===== src/rtl/fir_pkg.sv =====
// Shared constants for the FIR coefficient sequencer: opcodes, FSM encoding, tap address width.
package fir_pkg;

   localparam int TAP_AW = 4;

   localparam logic [3:0] OP_STOP      = 4'b0000;
   localparam logic [3:0] OP_START     = 4'b0001;
   localparam logic [3:0] OP_CLR       = 4'b0010;
   localparam logic [3:0] OP_SET_COEFF = 4'b0100;
   localparam logic [3:0] OP_CLR_ALL   = 4'b1000;

   localparam logic [2:0] ST_IDLE   = 3'd0;
   localparam logic [2:0] ST_GET_HI = 3'd1;
   localparam logic [2:0] ST_GET_LO = 3'd2;
   localparam logic [2:0] ST_WRITE  = 3'd3;
   localparam logic [2:0] ST_SWEEP  = 3'd4;

endpackage


===== src/rtl/fir_tap_sweeper.sv =====
// Tap address counter for the clear-all sweep: start loads address 0, done flags the last tap.
module fir_tap_sweeper
   import fir_pkg::*;
#(
   parameter int NTAPS = 16
) (
   input  logic              clk,
   input  logic              rst_n,
   input  logic              start,
   output logic              active,
   output logic [TAP_AW-1:0] addr,
   output logic              done
);

   localparam int LAST_I = NTAPS - 1;
   localparam logic [TAP_AW-1:0] LAST = LAST_I[TAP_AW-1:0];

   assign done = active && (addr == LAST);

   always_ff @(posedge clk or negedge rst_n) begin
      if (!rst_n) begin
         active <= 1'b0;
         addr   <= '0;
      end else if (start) begin
         active <= 1'b1;
         addr   <= '0;
      end else if (active) begin
         if (done) begin
            active <= 1'b0;
            addr   <= '0;
         end else begin
            addr <= addr + 1'b1;
         end
      end
   end

endmodule


===== src/rtl/fir_coeff_sequencer.sv =====
// Host command decoder and sequencer for the FIR coefficient store and filter enables.
// Optional sticky error flag is built only when FIR_CMD_ERR_EN is defined.
module fir_coeff_sequencer
   import fir_pkg::*;
#(
   parameter int NTAPS = 16,
   parameter int CW    = 16
) (
   input  logic              clk,
   input  logic              rst_n,
   input  logic              we_in,
   input  logic [7:0]        din,
   output logic              busy,
   output logic [TAP_AW-1:0] c_addr,
   output logic [CW-1:0]     c_data,
   output logic              c_we,
   output logic              filt_en,
   output logic              acc_clr,
   output logic              cmd_err
);

   localparam logic [TAP_AW:0] NTAPS_W = NTAPS[TAP_AW:0];

   logic [2:0]        state;
   logic [TAP_AW-1:0] tap_q;
   logic              we_q;
   logic [3:0]        opcode;
   logic [3:0]        operand;
   logic              tap_ok;
   logic              accept;
   logic              sweep_start;
   logic              sweep_active;
   logic              sweep_done;
   logic [TAP_AW-1:0] sweep_addr;

   assign opcode      = din[7:4];
   assign operand     = din[3:0];
   assign tap_ok      = ({1'b0, operand} < NTAPS_W);
   assign accept      = we_in && (state == ST_IDLE);
   assign sweep_start = accept && (opcode == OP_CLR_ALL);

   // The store strobe and busy are the same registered bit: both cover WRITE and SWEEP.
   assign c_we   = we_q;
   assign busy   = we_q;
   assign c_addr = sweep_active ? sweep_addr : tap_q;

   fir_tap_sweeper #(
      .NTAPS (NTAPS)
   ) u_sweeper (
      .clk    (clk),
      .rst_n  (rst_n),
      .start  (sweep_start),
      .active (sweep_active),
      .addr   (sweep_addr),
      .done   (sweep_done)
   );

   always_ff @(posedge clk or negedge rst_n) begin
      if (!rst_n) begin
         state   <= ST_IDLE;
         tap_q   <= '0;
         c_data  <= '0;
         we_q    <= 1'b0;
         filt_en <= 1'b0;
         acc_clr <= 1'b0;
      end else begin
         acc_clr <= 1'b0;
         case (state)
            ST_IDLE: begin
               if (we_in) begin
                  case (opcode)
                     OP_STOP:  filt_en <= 1'b0;
                     OP_START: filt_en <= 1'b1;
                     OP_CLR:   acc_clr <= 1'b1;
                     OP_SET_COEFF: begin
                        if (tap_ok) begin
                           tap_q <= operand;
                           state <= ST_GET_HI;
                        end
                     end
                     OP_CLR_ALL: begin
                        c_data <= '0;
                        we_q   <= 1'b1;
                        state  <= ST_SWEEP;
                     end
                     default: ;
                  endcase
               end
            end
            ST_GET_HI: begin
               if (we_in) begin
                  c_data[CW-1 -: 8] <= din;
                  state             <= ST_GET_LO;
               end
            end
            ST_GET_LO: begin
               if (we_in) begin
                  c_data[7:0] <= din;
                  we_q        <= 1'b1;
                  state       <= ST_WRITE;
               end
            end
            ST_WRITE: begin
               we_q  <= 1'b0;
               state <= ST_IDLE;
            end
            ST_SWEEP: begin
               if (sweep_done) begin
                  we_q  <= 1'b0;
                  state <= ST_IDLE;
               end
            end
            default: begin
               we_q  <= 1'b0;
               state <= ST_IDLE;
            end
         endcase
      end
   end

`ifdef FIR_CMD_ERR_EN
   logic err_hit;
   logic clr_hit;

   assign clr_hit = accept && (opcode == OP_CLR);

   always_comb begin
      err_hit = 1'b0;
      if (we_in) begin
         if ((state == ST_WRITE) || (state == ST_SWEEP)) begin
            err_hit = 1'b1;
         end else if (state == ST_IDLE) begin
            if (opcode == OP_SET_COEFF) begin
               err_hit = !tap_ok;
            end else if (!(opcode inside {OP_STOP, OP_START, OP_CLR, OP_CLR_ALL})) begin
               err_hit = 1'b1;
            end
         end
      end
   end

   // CLR takes priority so a clear is never lost to an error on the same byte.
   always_ff @(posedge clk or negedge rst_n) begin
      if (!rst_n) begin
         cmd_err <= 1'b0;
      end else if (clr_hit) begin
         cmd_err <= 1'b0;
      end else if (err_hit) begin
         cmd_err <= 1'b1;
      end
   end
`else
   assign cmd_err = 1'b0;
`endif

endmodule


===== config.mk =====
export PLATFORM = sky130hd
export DESIGN_NAME = fir_coeff_sequencer
export DESIGN_NICKNAME = d
export VERILOG_FILES = /design/src/rtl/fir_pkg.sv /design/src/rtl/fir_tap_sweeper.sv /design/src/rtl/fir_coeff_sequencer.sv
export SDC_FILE = /design/constraint.sdc
export NUM_CORES = 1
export LEC_CHECK = 0
export ABC_AREA = 1
export BUFFER_PORTS_ARGS = -buffer_cell sky130_fd_sc_hd__buf_2
export CAP_MARGIN = 10
export CORE_AREA = 2 2 62 50
export CTS_CLUSTER_DIAMETER = 120
export DETAILED_ROUTE_END_ITERATION = 6
export DIE_AREA = 0 0 64 52
export PLACE_DENSITY = 0.82
export SLEW_MARGIN = 20
export SYNTH_ARGS = -nofsm -noshare
export SYNTH_HDL_FRONTEND = slang
export SYNTH_HIERARCHICAL = 1
export SYNTH_SLANG_ARGS = --single-unit

===== constraint.sdc =====
create_clock -name clk -period 2.7 [get_ports clk]
set_input_delay 0.135 -clock clk [delete_from_list [all_inputs] [get_ports clk]]
set_output_delay 0.135 -clock clk [all_outputs]
set_load 0.02 [all_outputs]

### Yosys cells after proc, flatten, opt, wreduce, memory -nomap -nowiden

Cells that the tools add are included.

| storage, ports and cells | value |
|---|---|
| flip-flop bits (word level) | 31 |
| latch bits | 0 |
| bits in writable memories | 0 |
| ROM bits | 0 |
| input bits | 11 |
| output and inout bits | 25 |
| word-level logic and storage cells | 67 |
| memories kept | 0 |

| operators by class | value |
|---|---|
| add/sub/neg operators | 1 |
| multipliers | 0 |
| div/mod/pow operators | 0 |
| magnitude comparators | 0 |
| eq/ne operators | 14 |
| shifts and indexed selects | 0 |
| muxes and demuxes | 27 |
| bitwise operators | 1 |
| reductions and logical operators | 15 |

Operator list:

| cell | count |
|---|---|
| 16-bit 2-to-1 mux | 2 |
| 8-bit case mux with 2 select lines | 2 |
| 4-bit 2-to-1 mux | 4 |
| 3-bit 2-to-1 mux | 4 |
| 3-bit case mux with 4 select lines | 1 |
| 1-bit 2-to-1 mux | 10 |
| 5-bit AND reduction | 2 |
| 4-bit equality test (second input constant) | 2 |
| 8-bit 2-to-1 mux | 1 |
| 2-bit inequality test (second input constant) | 4 |
| 4-bit AND reduction | 2 |
| 2-bit nonzero test | 4 |
| 3-bit case mux with 2 select lines | 1 |
| 3-bit AND reduction | 2 |
| 4-bit by 1-bit adder with 4-bit output (second input constant) | 1 |
| 4-bit by 1-bit equality test with 1-bit output (second input constant) | 1 |
| 4-bit by 2-bit equality test with 1-bit output (second input constant) | 1 |
| 4-bit by 3-bit equality test with 1-bit output (second input constant) | 1 |
| 4-bit zero test | 1 |
| 1-bit case mux with 4 select lines | 1 |
| 3-bit by 1-bit equality test with 1-bit output (second input constant) | 1 |
| 3-bit by 2-bit equality test with 1-bit output (second input constant) | 1 |
| 3-bit equality test (second input constant) | 1 |
| 1-bit logical AND | 3 |
| 5 further kinds | 5 |

### Logic depth before layout (Yosys ltp)

Gate-level depths: netlist of the first run.

| depth | value |
|---|---|
| word-level depth | 5 |
| depth in mapped cells | 9 |
| gate-level depth less buffers | 9 |

### Modules after synthesis

The synthesis of the first run kept the hierarchy.

By module, submodules not included:

| module | instances | cells an instance | area each (um^2) | seq. area each (um^2) |
|---|---|---|---|---|
| fir_coeff_sequencer | 1 | 137 | 1211.2 | 650.6 |
| fir_tap_sweeper | 1 | 31 | 250.2 | 125.1 |

### Least setup slack after synthesis of the first run

No wires, ideal clock.

| path | value |
|---|---|
| path kind | reg-to-reg |
| from | register state[0] |
| to | register u_sweeper.addr[3] |
| setup time | 0.124 ns |
| data arrival time | 1.233 ns |
| data required time | 2.576 ns |
| setup slack | 1.343 ns |
| stages on the path, launching flop included | 10 |
| buffers on the path | 0 |
| cells stage by stage | dfrtp_1 > inv_2 > nand2_2 > nor2_4 > nand2_4 > nor2_1 > inv_1 > nand2_2 > nor2_1 > o21bai_1 |

| between the ends | value |
|---|---|
| longest elaborated chain between the ends | 4 |
| elaborated cells between the ends (all ways) | 5 |
| those cells by class | mux (1); reduce/logical (4) |

Ends and longest elaborated chain:

| item | line | text |
|---|---|---|
| start: declaration | fir_coeff_sequencer.sv:24 | `logic [2:0] state;` |
| start signal: assignment | fir_coeff_sequencer.sv:60 | `state <= ST_IDLE;` |
| start signal: assignment | fir_coeff_sequencer.sv:78 | `state <= ST_GET_HI;` |
| start signal: assignment | fir_coeff_sequencer.sv:84 | `state <= ST_SWEEP;` |
| 3-bit zero test * | fir_coeff_sequencer.sv:39 | `assign accept = we_in && (state == ST_IDLE);` |
| 1-bit logical AND * | fir_coeff_sequencer.sv:39 |  |
| 1-bit logical AND * | fir_coeff_sequencer.sv:40 | `assign sweep_start = accept && (opcode == OP_CLR_ALL);` |
| net sweep_start | fir_coeff_sequencer.sv:31 | `logic sweep_start;` |
| 4-bit 2-to-1 mux or 2-bit nonzero test (tied branches) | n/a |  |
| end signal: assignment | fir_tap_sweeper.sv:32 | `addr <= addr + 1'b1;` |
| end: declaration | fir_tap_sweeper.sv:11 | `output logic [TAP_AW-1:0] addr,` |

The timed path passes the listed nets; every way through them passes the cells marked *.
A chain may end at the register's enable or synchronous reset.

### Worst setup path after layout of the first run

Same ends and word-level chain as after synthesis.

==> results of run 1 <==
## worst paths after layout
kind / endpoint / cells after the start
setup / recovery: u_sweeper/addr[3] / 9
hold / removal: tap_q[2] / 3
setup reg to reg: u_sweeper/addr[3] / 9
hold reg to reg: c_data[15] / 2
max in group asynchronous: c_data[5] / 2
min in group asynchronous: acc_clr / 2
## cell families after synthesis
logic type | after synthesis
AOI/OAI and AO/OA | 32
adders and majority gates | 1
buffers and inverters | 25
DFF | 31
other | 1
and+or+nand+nor | 78
## layout by cell type, fill, tap and decap left out
cell / netlist / routed
nand2_1: 41 / 41
buf_2: 0 / 34
dfrtp_1: 31 / 31
o21ai_1: 21 / 21
inv_1: 20 / 20
nor2_1: 11 / 11
nand3_1: 9 / 9
o21ai_0: 6 / 6
clkbuf_4: 0 / 5
a21oi_1: 4 / 4
nand4_1: 4 / 4
inv_2: 3 / 3
nand2_2: 2 / 2
nand2_4: 2 / 2
nor4_1: 2 / 2
nor2_2: 2 / 2
nor2_4: 1 / 1
nand3_2: 1 / 1
nand4_4: 1 / 1
nand3_4: 1 / 1
nor2_8: 1 / 1
conb_1: 1 / 1
clkbuf_1: 0 / 1
dlygate4sd3_1: 0 / 1
o21bai_1: 1 / 1
ha_1: 1 / 1
## through the flow
stage	cells	util (%)	power, mW	setup WS [ps]
2_1_floorplan	168	-	1.40	1340
3_3_place_gp	238	60.6	1.64	1290
3_5_place_dp	238	60.6	1.67	1230
4_1_cts	245	62.5	1.91	1210
5_1_grt	245	62.5	2.05	1060
6_report	245	62.5	1.89	1210
## metal layers
metal / GRT usage, % / wire length [um] / part of all wire [%] / vias up
li1: - / - / - / 627
met1: 28.9 / 1440 / 48 / 575
met2: 31.3 / 1330 / 44 / 40
met3: 4.98 / 189 / 6.2 / 8
met4: 12.0 / 66 / 2.2 / 0
met5: 0 / 0 / 0 / -
## report_power, final
part           total (mW)  leakage, nW  switching, mW  internal, mW
Clock               0.235       0.0242          0.142        0.0923
Combinational       0.874        0.506          0.576         0.299
Sequential          0.784        0.400          0.142         0.642
Total                1.89        0.930          0.860          1.03
## sequential cells by signal, indices dropped and copies added, names as in the netlist
signal,cells
acc_clr,1
busy,1
c_data,16
filt_en,1
state,3
tap_q,4
u_sweeper/active,1
u_sweeper/addr,4
## worst max-delay path, delay by kind of cell, from the launching register on
family | cells | cell delay (ps)
DFF | 1 | 470
AOI/OAI and AO/OA | 1 | 140
and+or+nand+nor | 6 | 560
buffers and inverters | 2 | 190
## final cells by class
class                      instances  area [um^2]  share of cell area, %
timing repair buffer              35          180                   10.5
sequential                        31          776                   45.2
multi-input combinational        112          584                   34.1
inverter                          23         86.3                   5.03
tap                               38         47.5                   2.77
clock buffer                       6         41.3                   2.41
## timing repair
| action | CTS | global route |
|---|---|---|
| endpoints found under the hold margin | 31 | 0 |
| hold buffers | 1 | 0 |
| buffers inserted | 0 | 0 |
==> results.md, run 1 <==
Clock tree:
- The clock latency at the later pin of the worst-skew pair is about 330 ps.
- The clock tree root driver cell is clkbuf_4.
- The number of instances resized during post-cts repair is 0.
- The tree built by TritonCTS fans out to 31 sinks.
- The level count of the clock H-tree is 2.
- The clock tree from TritonCTS is yes.
- The clock passes through at most 2 buffers.
- The post-CTS clock slew at the launch and capture registers of the worst setup and hold paths is 90 ps.
- The number of CTS-inserted buffers is 5.

Synth:
- The combinational family with the most area after synthesis is simple AND/OR/NAND/NOR gates.
- Synthesis produced between 150 and 200 cells.
- The number of enable flip-flop cells after synthesis is 0.
- The dominant cell type by area after synthesis is dfrtp_1.
- The synthesized netlist devotes between 10% and 20% of its cell area to compound gates.
- The simple-gate share of the synthesized area is between 20 and 30%.
- The share of flip-flops with an asynchronous set or reset is 100%.
- The mean instance size in the synthesized netlist is 8.70 um^2.
- The number of nets in the synthesized netlist is between 150 and 200.
- The fraction of the mapped netlist area in adder cells is less than 1%.
- Yosys instantiated no cell more often than nand2_1.
- The mapped netlist covers approximately 1500 um^2.
- The share of synthesized area in the top cell type comes to a little over half.
- For this run, the register share of the synthesized area comes to between 50% and 60%.
- In the synthesized netlist, mux cells make up 0% of the area.
- The number of different library cells used by synthesis comes to 23.
- After synthesis the netlist holds a flip-flop and latch count of 31.
- The number of warnings issued by yosys is 6.
- The post-synthesis xor/xnor area fraction is 0%.
- In the synthesized netlist the dominant register cell turns out to be dfrtp_1.
- Ranked by instance count, the synthesized netlist is headed by nand2_1 (41), dfrtp_1 (31), o21ai_1 (21).
- In the post-synthesis netlist, the biggest area contributors are dfrtp_1 (53%), nand2_1 (11%), o21ai_1 (7.2%).

Critical path:
- The startpoint of the lowest-slack register-to-register path is state[0].
- The type of element capturing the critical path is a flop.
- The arrival time reported for the critical path endpoint is between 1500 and 2000 ps.
- The worst setup slack for register-to-register paths is roughly 1200 ps.
- The signal on the critical path passes through inv_2 -> nand2_2 -> nor2_4 -> nand2_4 -> nor2_1 -> inv_1 -> nand2_2 -> nor2_1 -> o21bai_1.
- The biggest fanout along the worst timing path is 6.
- The type of element launching the critical path is a flop.
- The slowest stage cell on the critical path is dfrtp_1.
- The data required time at the worst endpoint is approximately 2900 ps.
- The critical path is of the flop to flop type.
- In this design, the stage delay of the slowest critical-path cell is about 470 ps.
- The launching instance or port of the critical path is state[0].

Floorplanning:
- The initial utilization of the core area, before any placement, comes to a little over half.
- The number of placement rows is 17.
- The die extent in y is around 52 um.
- 36 I/O pins were placed.
- The floorplan step defined a die boundary enclosing roughly 3300 um^2.
- The core area is 2740 um^2.
- In this run the horizontal extent of the chip is 64 um.

Place:
- The number of input and output port buffers inserted is 34.
- The global placer's final weighted congestion is about 0.86.
- After detailed placement, the total cell area comes to 1660 um^2.
- The wire-length estimate of the detail-placed layout is roughly 2.3 mm.

Timing:
- The highest clock rate is around 0.67 GHz.
- The final number of hold-violating endpoints was 0.
- Setup repair after global routing left no endpoint under its margin.
- The final clock period utilization by the worst path is between 50% and 60%.
- The number of setup violations in the final report is 0.
- The number of max-slew violations in the final report is 0.
- The worst path in the final design needs a cycle of between 1000 and 1500 ps, including I/O delays and setup.
- In the final timing run, aggregate negative setup slack is 0 ps.
- Hold timing on the final database bottoms out at a slack of ~31 ps.
- The transition at the pin with the smallest max-transition slack is between 600 and 700 ps.
- The relative slew slack is between 50% and 60%.
- Across the routed clock network, the largest skew measured is ~5.6 ps.

Global route:
- The global-route congestion overflow total is 0.
- The via count of the first global-routing pass is 1141.
- Entering global routing, the biggest net connects 32 pins.
- Global routing used a little over a fifth of the available tracks across all layers.
- The initial antenna violation count was 0.
- The global-route wire length before repair is a little over 5 mm.

Detailed routing:
- The number of violations reported at the end of detailed-routing iteration 0 is approximately 60.
- For this run, design rule violations remaining after detail routing come to 0.
- The final layout contains routed wiring with a total length of about 3 mm.
- Using the TritonRoute via totals, the vias-per-cell ratio works out to just over 5.
- The count of nets left with antenna violations after detail routing is 0.
- The first-pass detailed-route iteration total is 6.
- The number of vias after detailed routing is between 1k and 1.5k.
- Dividing the detail-routed wire length by the instance count gives 12.4 um.

Min path:
- The worst hold path begins at din[2].
- The classification of the worst-slack hold path is primary input to flop.

Finish:
- Of the cells placed in the final design, the portion with a size suffix greater than 1 is 25.6%.
- The layout has ~240 filler cells.
- The layout overhead on the synthesized area is 17.4%.
- The number of antenna repair diodes is 0.
- The count of nets after finishing is 220.
- After routing the design area is around 1700 um^2.

Flow run:
- The max-cap check violation count is 0.

Power:
- The ratio of total power to cell area is ~1100 nW/um^2.
- Summed over all cells, the static leakage comes to slightly above 0.9 nW.
- The worst supply voltage drop on vdd is slightly above 0.0006 V.

Status:
- The run finished with clean final reports.
No activity file was read; power rests on OpenSTA's default activity.
==> inputs of run 2 (changes only) <==
--- a/config.mk
+++ b/config.mk
@@ -5,14 +5,14 @@
 export SDC_FILE = /design/constraint.sdc
 export NUM_CORES = 1
 export LEC_CHECK = 0
-export ABC_AREA = 1
+export ABC_AREA = 0
 export BUFFER_PORTS_ARGS = -buffer_cell sky130_fd_sc_hd__buf_2
 export CAP_MARGIN = 10
-export CORE_AREA = 2 2 62 50
+export CORE_AREA = 2 2 64 51
 export CTS_CLUSTER_DIAMETER = 120
 export DETAILED_ROUTE_END_ITERATION = 6
-export DIE_AREA = 0 0 64 52
-export PLACE_DENSITY = 0.82
+export DIE_AREA = 0 0 66 53
+export PLACE_DENSITY = 0.76
 export SLEW_MARGIN = 20
 export SYNTH_ARGS = -nofsm -noshare
 export SYNTH_HDL_FRONTEND = slang
==> constraint.sdc (replaced) <==
create_clock -name clk -period 1.4 [get_ports clk]
set_input_delay 0.07 -clock clk [delete_from_list [all_inputs] [get_ports clk]]
set_output_delay 0.07 -clock clk [all_outputs]
set_load 0.02 [all_outputs]
==> results.md, run 2 <==
Timing:
- Across all hold checks on the routed design, the worst slack comes to between 40 and 50 ps.
- The setup TNS after final layout is -1240 ps.
- The setup clock skew after layout is about 3.1 ps.
- After layout, the worst path uses 112% of the clock period.
- For the pin with the worst max-slew slack, the measured transition is ~660 ps.
- For this run, the top clock speed supported by timing is approximately 0.64 GHz.
- The number of max-slew violations in the final report came to 0.
- The relative slew slack is a little under three fifths.
- Setup repair after global routing could not meet its margin everywhere.
- The number of setup violations in the final report is 10.
- The final number of hold-violating endpoints is 0.
- The worst setup margin is -167 ps.
- The smallest clock period supported by the final layout is computed as 1570 ps.

Power:
- The internal power component is around 2.6 mW.
- Dividing total power by cell area gives a power density of about 2300 nW/um^2.
- VDD sags by at most roughly 0.0014 V.
- The part of the power in registers is between 30 and 40%.
- The share of total power dissipated in the clock network is around 15%.
- The share of power burned in combinational logic is 48.7%.
- The analysis attributes to net switching a power of about 1.7 mW.
- The analysis attributes to cell leakage a power of approximately 0.94 nW.
- Of the total power, the share spent switching nets is about two fifths.
- The total power of the final layout is 4.34 mW.

Floorplanning:
- For this configuration, the core starts out at a cell density of approximately 50%.
- The core region is roughly 2900 um^2.
- 36 I/O pins were placed.
- The floorplan step set the die width to about 66 um.
- The die outline area is roughly 3500 um^2.
- The number of placement rows is 17.
- The die extent in y is around 53 um.

Synth:
- Sorting the synthesized cells by area gives the leading types as dfrtp_1 (55%), a22o_1 (9.9%), mux2_4 (4.3%).
- Averaged over all synthesized cells, the footprint is 12.5 um^2.
- In this run the cell area of the synthesized design comes to roughly 1400 um^2.
- Sequential cells were found to cover a little over half of the synthesized design area.
- The synthesized design contains 31 register bits.
- The number of nets in the synthesized netlist is 125.
- After synthesis, the most frequently instantiated cells are dfrtp_1 (31), a22o_1 (16), nor2_1 (9).
- For this run, the leading register cell type out of synthesis is dfrtp_1.
- The dominant cell type by area after synthesis is dfrtp_1.
- The synthesized instance count is approximately 110.
- Summed over its instances, the top area cell type makes up a little over half of the synthesized netlist area.
- Counting flops with a built-in enable in the synthesized netlist gives 0.
- The count of different cell masters after synthesis is 37.
- The number of warnings issued by yosys is 6.
- The share of flip-flops with an asynchronous set or reset is 100%.
- The most used standard cell by instance count after synthesis is dfrtp_1.

Place:
- Routability-driven placement finished with a final weighted congestion of roughly 0.87.
- In this run the tool buffered the top-level ports with 34 buffer cells.
- The wire-length estimate of the detail-placed layout is between 2 and 2.5 mm.
- The instance area after placement is approximately 1700 um^2.
- The pre-CTS setup slack is -200 ps.
- The placed cell count is between 150 and 200.

Critical path:
- Traced cell by cell, the critical path runs through or4b_4 -> nor4_4 -> mux2_4.
- The combined buffer and inverter count along the critical path is 0.
- In this run the worst setup path begins at state[0].
- For this run, the slowest stage of the critical path takes between 500 and 600 ps.
- The biggest fanout along the worst timing path is 3.
- The kind of critical path is flop to flop.
- Among all stages on the critical path, the largest delay is contributed by or4b_4.
- The cell family contributing the most delay on the critical path is simple AND/OR/NAND/NOR gates.
- For the worst setup path, the data required time is approximately 1600 ps.
- The startpoint of the lowest-slack register-to-register path is state[0].
- The type of element capturing the critical path is a flop.
- STA classifies the critical path startpoint as a flop.
- STA puts the critical path data arrival time at about 1700 ps.

Global route:
- The maximum number of pins on one net before global-route repair is 32.
- Summed over all layers, the global routing overflow is 0.
- The global-route wire length before repair is ~5.4 mm.
- The via count of the first global-routing pass is 1124.
- The combined global-route utilization of all metal layers is ~22%.
- The initial antenna violation count is 0.

Detailed routing:
- The ratio of routed vias to standard cells is about 5.2.
- The first-pass detailed-route iteration total is 4.
- The count of nets left with antenna violations after detail routing is 0.
- The detailed router placed between 1k and 1.5k vias in this run.
- The first routing iteration left 23 violations.
- In the final routed layout, each cell accounts on average for about 16 um.
- The final wirelength is roughly 3.3 mm.
- The DRC violation count after routing is 0.

Clock tree:
- The clock tree from TritonCTS is yes.
- The number of CTS-inserted buffers is 5.
- The clock tree root driver cell is clkbuf_8.
- For the worst-skew pair, the clock arrives at the later sink with an insertion delay of 280 ps.
- The post-CTS clock slew at the launch and capture registers of the worst setup and hold paths is approximately 60 ps.
- The clock sink count is 31.
- The number of buffers between clock root and the deepest sink is 2.
- The H-tree was split into 2 levels.

Finish:
- The number of antenna repair diodes is 0.
- The utilization after layout is 65.9%.
- The largest registers in the layout are c_data x16, tap_q x4, u_sweeper/addr x4.
- Ranked by flip-flop count, first place goes to c_data.
- The library cells used most frequently in the layout, excluding fill and tap cells, are buf_2 (34), dfrtp_1 (31), a22o_1 (16), buf_4 (13), nor2_1 (7).
- The filler cells instantiated in the layout total around 220.
- Compared with the post-synthesis result, the final layout area differs by 33.2%.
- The post-route netlist has 50.6% of its cells at a drive strength greater than 1.
- After the flow finishes, the layout carries non-filler instances totaling about 200.
- The flip-flop count of the largest register, all copies and words added is 16.
- With fillers left out, the area of the finished cells amounts to around 1900 um^2.
- The leading cell type in the layout, fill and taps excluded is buf_2.
- The count of nets after finishing is around 180.

Flow run:
- The max-cap check violation count is 0.

Min path:
- The worst hold path begins at din[2].
- The min-delay analysis places its worst path in the category primary input to flop.

Status:
- The flow ran to the end, but the final reports show violations.
- The checks that failed: setup timing.
run 2: changes by cell type in the layout (fill, tap and decap cells not counted), sizes merged, moves of 3 or more:
cell | before | now
a22o | 0 | 16
nor2 | 15 | 9
nand4 | 5 | 0
mux2 | 0 | 9
o21ai | 27 | 3
nand2 | 45 | 6
nand3 | 11 | 1
inv | 23 | 4
buf | 34 | 51
clkinv | 0 | 3
run 2: metal layers:
layer | vias to the layer above | track usage (%) | share of wire [%]
met3 | 13 | 5.74 | 5.0
met5 | - | 0 | 0
met4 | 0 | 11.2 | 3.0
li1 | 511 | - | -
met2 | 36 | 35.9 | 47
met1 | 507 | 27.3 | 44
run 2: worst paths after layout:
path                                endpoint  slack, ps  depth (start not counted)
max                                  filt_en       -170                          3
min                                c_data[2]         50                          2
max reg2reg                          filt_en       -170                          3
min reg2reg                        c_data[8]        500                          1
max in group asynchronous  u_sweeper/addr[2]        620                          2
min in group asynchronous          c_data[5]        360                          2
run 2: worst reg2reg max path: stages (launching register included):
cell and delay [ps]:
dfrtp_1 380, or4b_4 570, nor4_4 180, mux2_4 330
run 2: layout make-up:
cell class | count | area [um^2] | area share (%)
Timing Repair Buffer | 52 | 323 | 17.2
Multi-Input combinational cell | 71 | 634 | 33.8
Inverter | 4 | 15.0 | 0.799
Sequential cell | 31 | 776 | 41.3
Tap cell | 38 | 47.5 | 2.53
Clock buffer | 5 | 68.8 | 3.66
Clock inverter | 3 | 15.0 | 0.799
run 2: power groups by stage:
stage | clock, mW | combinational, mW | sequential, mW
floorplan | 0 | 0.950 | 1.87
global placement | 0 | 1.92 | 1.53
global route | 0.712 | 2.28 | 1.63
finish | 0.658 | 2.11 | 1.57
detailed placement | 0 | 1.98 | 1.55
CTS | 0.669 | 2.04 | 1.55
run 2: kinds of logic (layout without fill, tap and decap cells):
| group | Yosys count | after routing | share of synthesized area (%) |
|---|---|---|---|
| AO/OA/AOI/OAI | 30 | 30 | 16.4 |
| XOR/XNOR | 1 | 1 | 0.621 |
| adder cells (fa/ha/maj) | 1 | 1 | 0.886 |
| buffers and inverters | 11 | 64 | 4.43 |
| flip-flops | 31 | 31 | 55.0 |
| multiplexers | 10 | 10 | 8.95 |
| other | 1 | 1 | 0.266 |
| AND/OR/NAND/NOR | 28 | 28 | 13.5 |
run 2: what timing repair did:
item,CTS,global route
pin swaps,0,4
endpoints found under the hold margin,31,0
resized for setup,4,13
buffers inserted,1,1
hold buffers,1,0
endpoints found under the setup margin,18,33
==> inputs of run 3 (changes only) <==
--- a/config.mk
+++ b/config.mk
@@ -8,10 +8,10 @@
 export ABC_AREA = 0
 export BUFFER_PORTS_ARGS = -buffer_cell sky130_fd_sc_hd__buf_2
 export CAP_MARGIN = 10
-export CORE_AREA = 2 2 64 51
+export CORE_AREA = 10 10 72 59
 export CTS_CLUSTER_DIAMETER = 120
 export DETAILED_ROUTE_END_ITERATION = 6
-export DIE_AREA = 0 0 66 53
+export DIE_AREA = 0 0 82 69
 export PLACE_DENSITY = 0.76
 export SLEW_MARGIN = 20
 export SYNTH_ARGS = -nofsm -noshare
==> results.md, run 3 (synthesized netlist as in run 2, its figures left out) <==
Status:
- The run finished, with violations left.
- The final reports fail on setup timing.

Timing:
- The final critical path takes up 113% of the cycle.
- The final period demand of the worst path is 1580 ps.
- The final number of hold-violating endpoints is 0.
- Setup violations remaining at the end of the flow were counted as 10.
- The number of max-slew violations in the final report is 0.
- Setup repair after global routing could not meet its margin everywhere.
- The setup clock skew after layout is roughly 3.7 ps.
- In the post-route analysis, the smallest setup slack over all paths is -179 ps.
- At the pin with the least slew margin, the transition time is 686 ps.
- The worst pin sits at a relative slew slack of 54.2%.
- The highest clock rate is between 0.6 and 0.7 GHz.
- For the final routed database, the setup TNS stands at -1220 ps.

Critical path:
- On the critical path, the stage with the largest delay is an instance of or4b_4.
- The maximum single-stage delay on the critical path is about 570 ps.
- For the worst setup path, the data required time is between 1500 and 2000 ps.
- In this run the critical register-to-register path is launched from state[2].
- Along the worst path, the maximum fanout reaches 4.
- The top cell family by delay on the critical path is simple AND/OR/NAND/NOR gates.
- Across all register-to-register paths, the minimum setup slack is -180 ps.
- The type of element capturing the critical path is a flop.
- Data on the critical path arrives at its endpoint at between 1500 and 2000 ps.
- The count of cells along the worst register-to-register path is 3.
- The number of logic stages on the critical path including buffering is 3.
- The worst setup path is launched from a flop.
- The worst register-to-register path ends at tap_q[3].
- The kind of critical path is flop to flop.
- Walking the worst path, the cells encountered are or4b_4 -> nand2b_4 -> mux2_4.
- The combined buffer and inverter count along the critical path is 0.

Detailed routing:
- Using the TritonRoute via totals, the vias-per-cell ratio works out to 5.49.
- In the final routed layout, each cell accounts on average for 18.8 um.
- The first TritonRoute pass finished after 4 iterations.
- Detailed routing inserted a total of ~1.1k vias.
- In this run, the number of DRC markers left after iteration 0 of detailed routing was 64.
- After detailed routing, the total wire length is between 3 and 4 mm.
- The DRC violation count after routing is 0.
- The count of nets left with antenna violations after detail routing is 0.

Finish:
- In the layout the commonest cells are buf_2 (34), dfrtp_1 (31), a22o_1 (16), buf_4 (14), clkbuf_8 (7).
- Of the cells placed in the final design, the portion with a size suffix greater than 1 is between 50 and 60%.
- The largest registers in the layout are c_data x16, tap_q x4, u_sweeper/addr x4.
- The utilization after layout is 67.9%.
- 0 antenna diodes ended up in the layout.
- In the final design database the tool counted approximately 180 nets.
- The register with the most flip-flops in the layout has 16 of them.
- The register with the highest flop count is c_data.
- The leading cell type in the layout, fill and taps excluded is buf_2.
- Relative to the synthesized area, the layout overhead comes to 37.1%.

Global route:
- The combined global-route utilization of all metal layers is 13.8%.
- The maximum number of pins on one net before global-route repair is 32.
- The via count of the first global-routing pass was between 1k and 1.5k.
- The global-route wire length before repair is 6.25 mm.
- The initial antenna violation count is 0.
- Summed over all layers, the global routing overflow is 0.

Clock tree:
- The level count of the clock H-tree is 2.
- The root buffer cell chosen for the clock tree is clkbuf_8.
- Buffers inserted during clock tree synthesis total 5.
- TritonCTS built the clock tree.
- The clock sink count is 31.
- The later pin in the worst-skew pair is clocked with a latency of ~270 ps.
- The post-CTS clock slew at the launch and capture registers of the worst setup and hold paths is 60 ps.
- The number of buffers between clock root and the deepest sink is 2.

Floorplanning:
- Measured along the x axis, the die boundary spans 82 um.
- The die outline area is around 5700 um^2.
- The die extent in y is about 69 um.
- During I/O placement, the number of pins put on the boundary was 36.
- The number of placement rows is 17.
- The core region is around 2900 um^2.
- The effective utilization at floorplan is roughly half.

Place:
- The half-perimeter wire length of the detailed placement result is between 2 and 3 mm.
- Port buffering added 34 buffers.
- The global placer's final weighted congestion is roughly 0.87.

Min path:
- The startpoint of the worst hold path is din[1].
- The worst-case hold path end point is c_data[1].
- The classification of the worst-slack hold path is primary input to flop.
- Along the worst hold path, the cell count comes to 2.

Power:
- The leakage power of the design is a little under 1 nW.
- The ratio of total power to cell area is approximately 2300 nW/um^2.
- The completed layout was analyzed and its total power is 4.52 mW.
- The worst supply voltage drop on vdd is about 0.0012 V.

Flow run:
- The max-cap check violation count is 0.
## run 3: changes by cell type in the layout (fill, tap and decap cells not counted), sizes merged
cell    delta
buf        +1
clkbuf     +3
clkinv     -3
## run 3: worst max path at each step
| stage | start | endpoint |
|---|---|---|
| CTS | state[0] | filt_en |
| floorplan | state[2] | filt_en |
| detailed placement | state[0] | filt_en |
| finish | state[2] | tap_q[3] |
| global route | state[1] | tap_q[3] |
| global placement | state[0] | filt_en |
## run 3: worst register-to-register path, cell delays in order (launching register included)
cell and delay (ps):
dfrtp_1 380, or4b_4 570, nand2b_4 200, mux2_4 320
## run 3: stage by stage
step	instances	setup WS, ps	hold slack, ps	cell area (um^2)
final	205	-179	59.6	1940
after global routing	205	-214	65.2	1940
after CTS	205	-159	52.5	1870
after detailed placement	194	-184	145	1700
after global placement	194	-139	135	1700
after floorplan	113	-190	-226	1410
## run 3: metal layers
metal  up-vias  share of wire [%]  GRT usage [%]
met5         -                  0              0
met4         0                1.4           3.37
met3         6                7.7           5.30
met2        38                 49           21.8
met1       568                 42           17.2
li1        514                  -              -
## run 3: report_power, final
part	total (mW)	internal, mW	switching (mW)
registers	1.57	1.30	0.271
clock network	0.755	0.448	0.307
logic	2.19	0.987	1.20
## run 3: area by class of cell
class | count | area, um^2
Multi-Input combinational cell | 71 | 667
Tap cell | 38 | 47.5
Sequential cell | 31 | 776
Inverter | 4 | 15.0
Timing Repair Buffer | 53 | 330
Clock buffer | 8 | 100
Fill cell | 230 | 915
## run 3: timing repair
item / in CTS / in global routing
hold endpoints to repair: 31 / 0
hold buffers: 1 / 0
pin swaps: 0 / 6
resized for setup: 10 / 13
buffers inserted: 2 / 0
setup endpoints to repair: 17 / 33
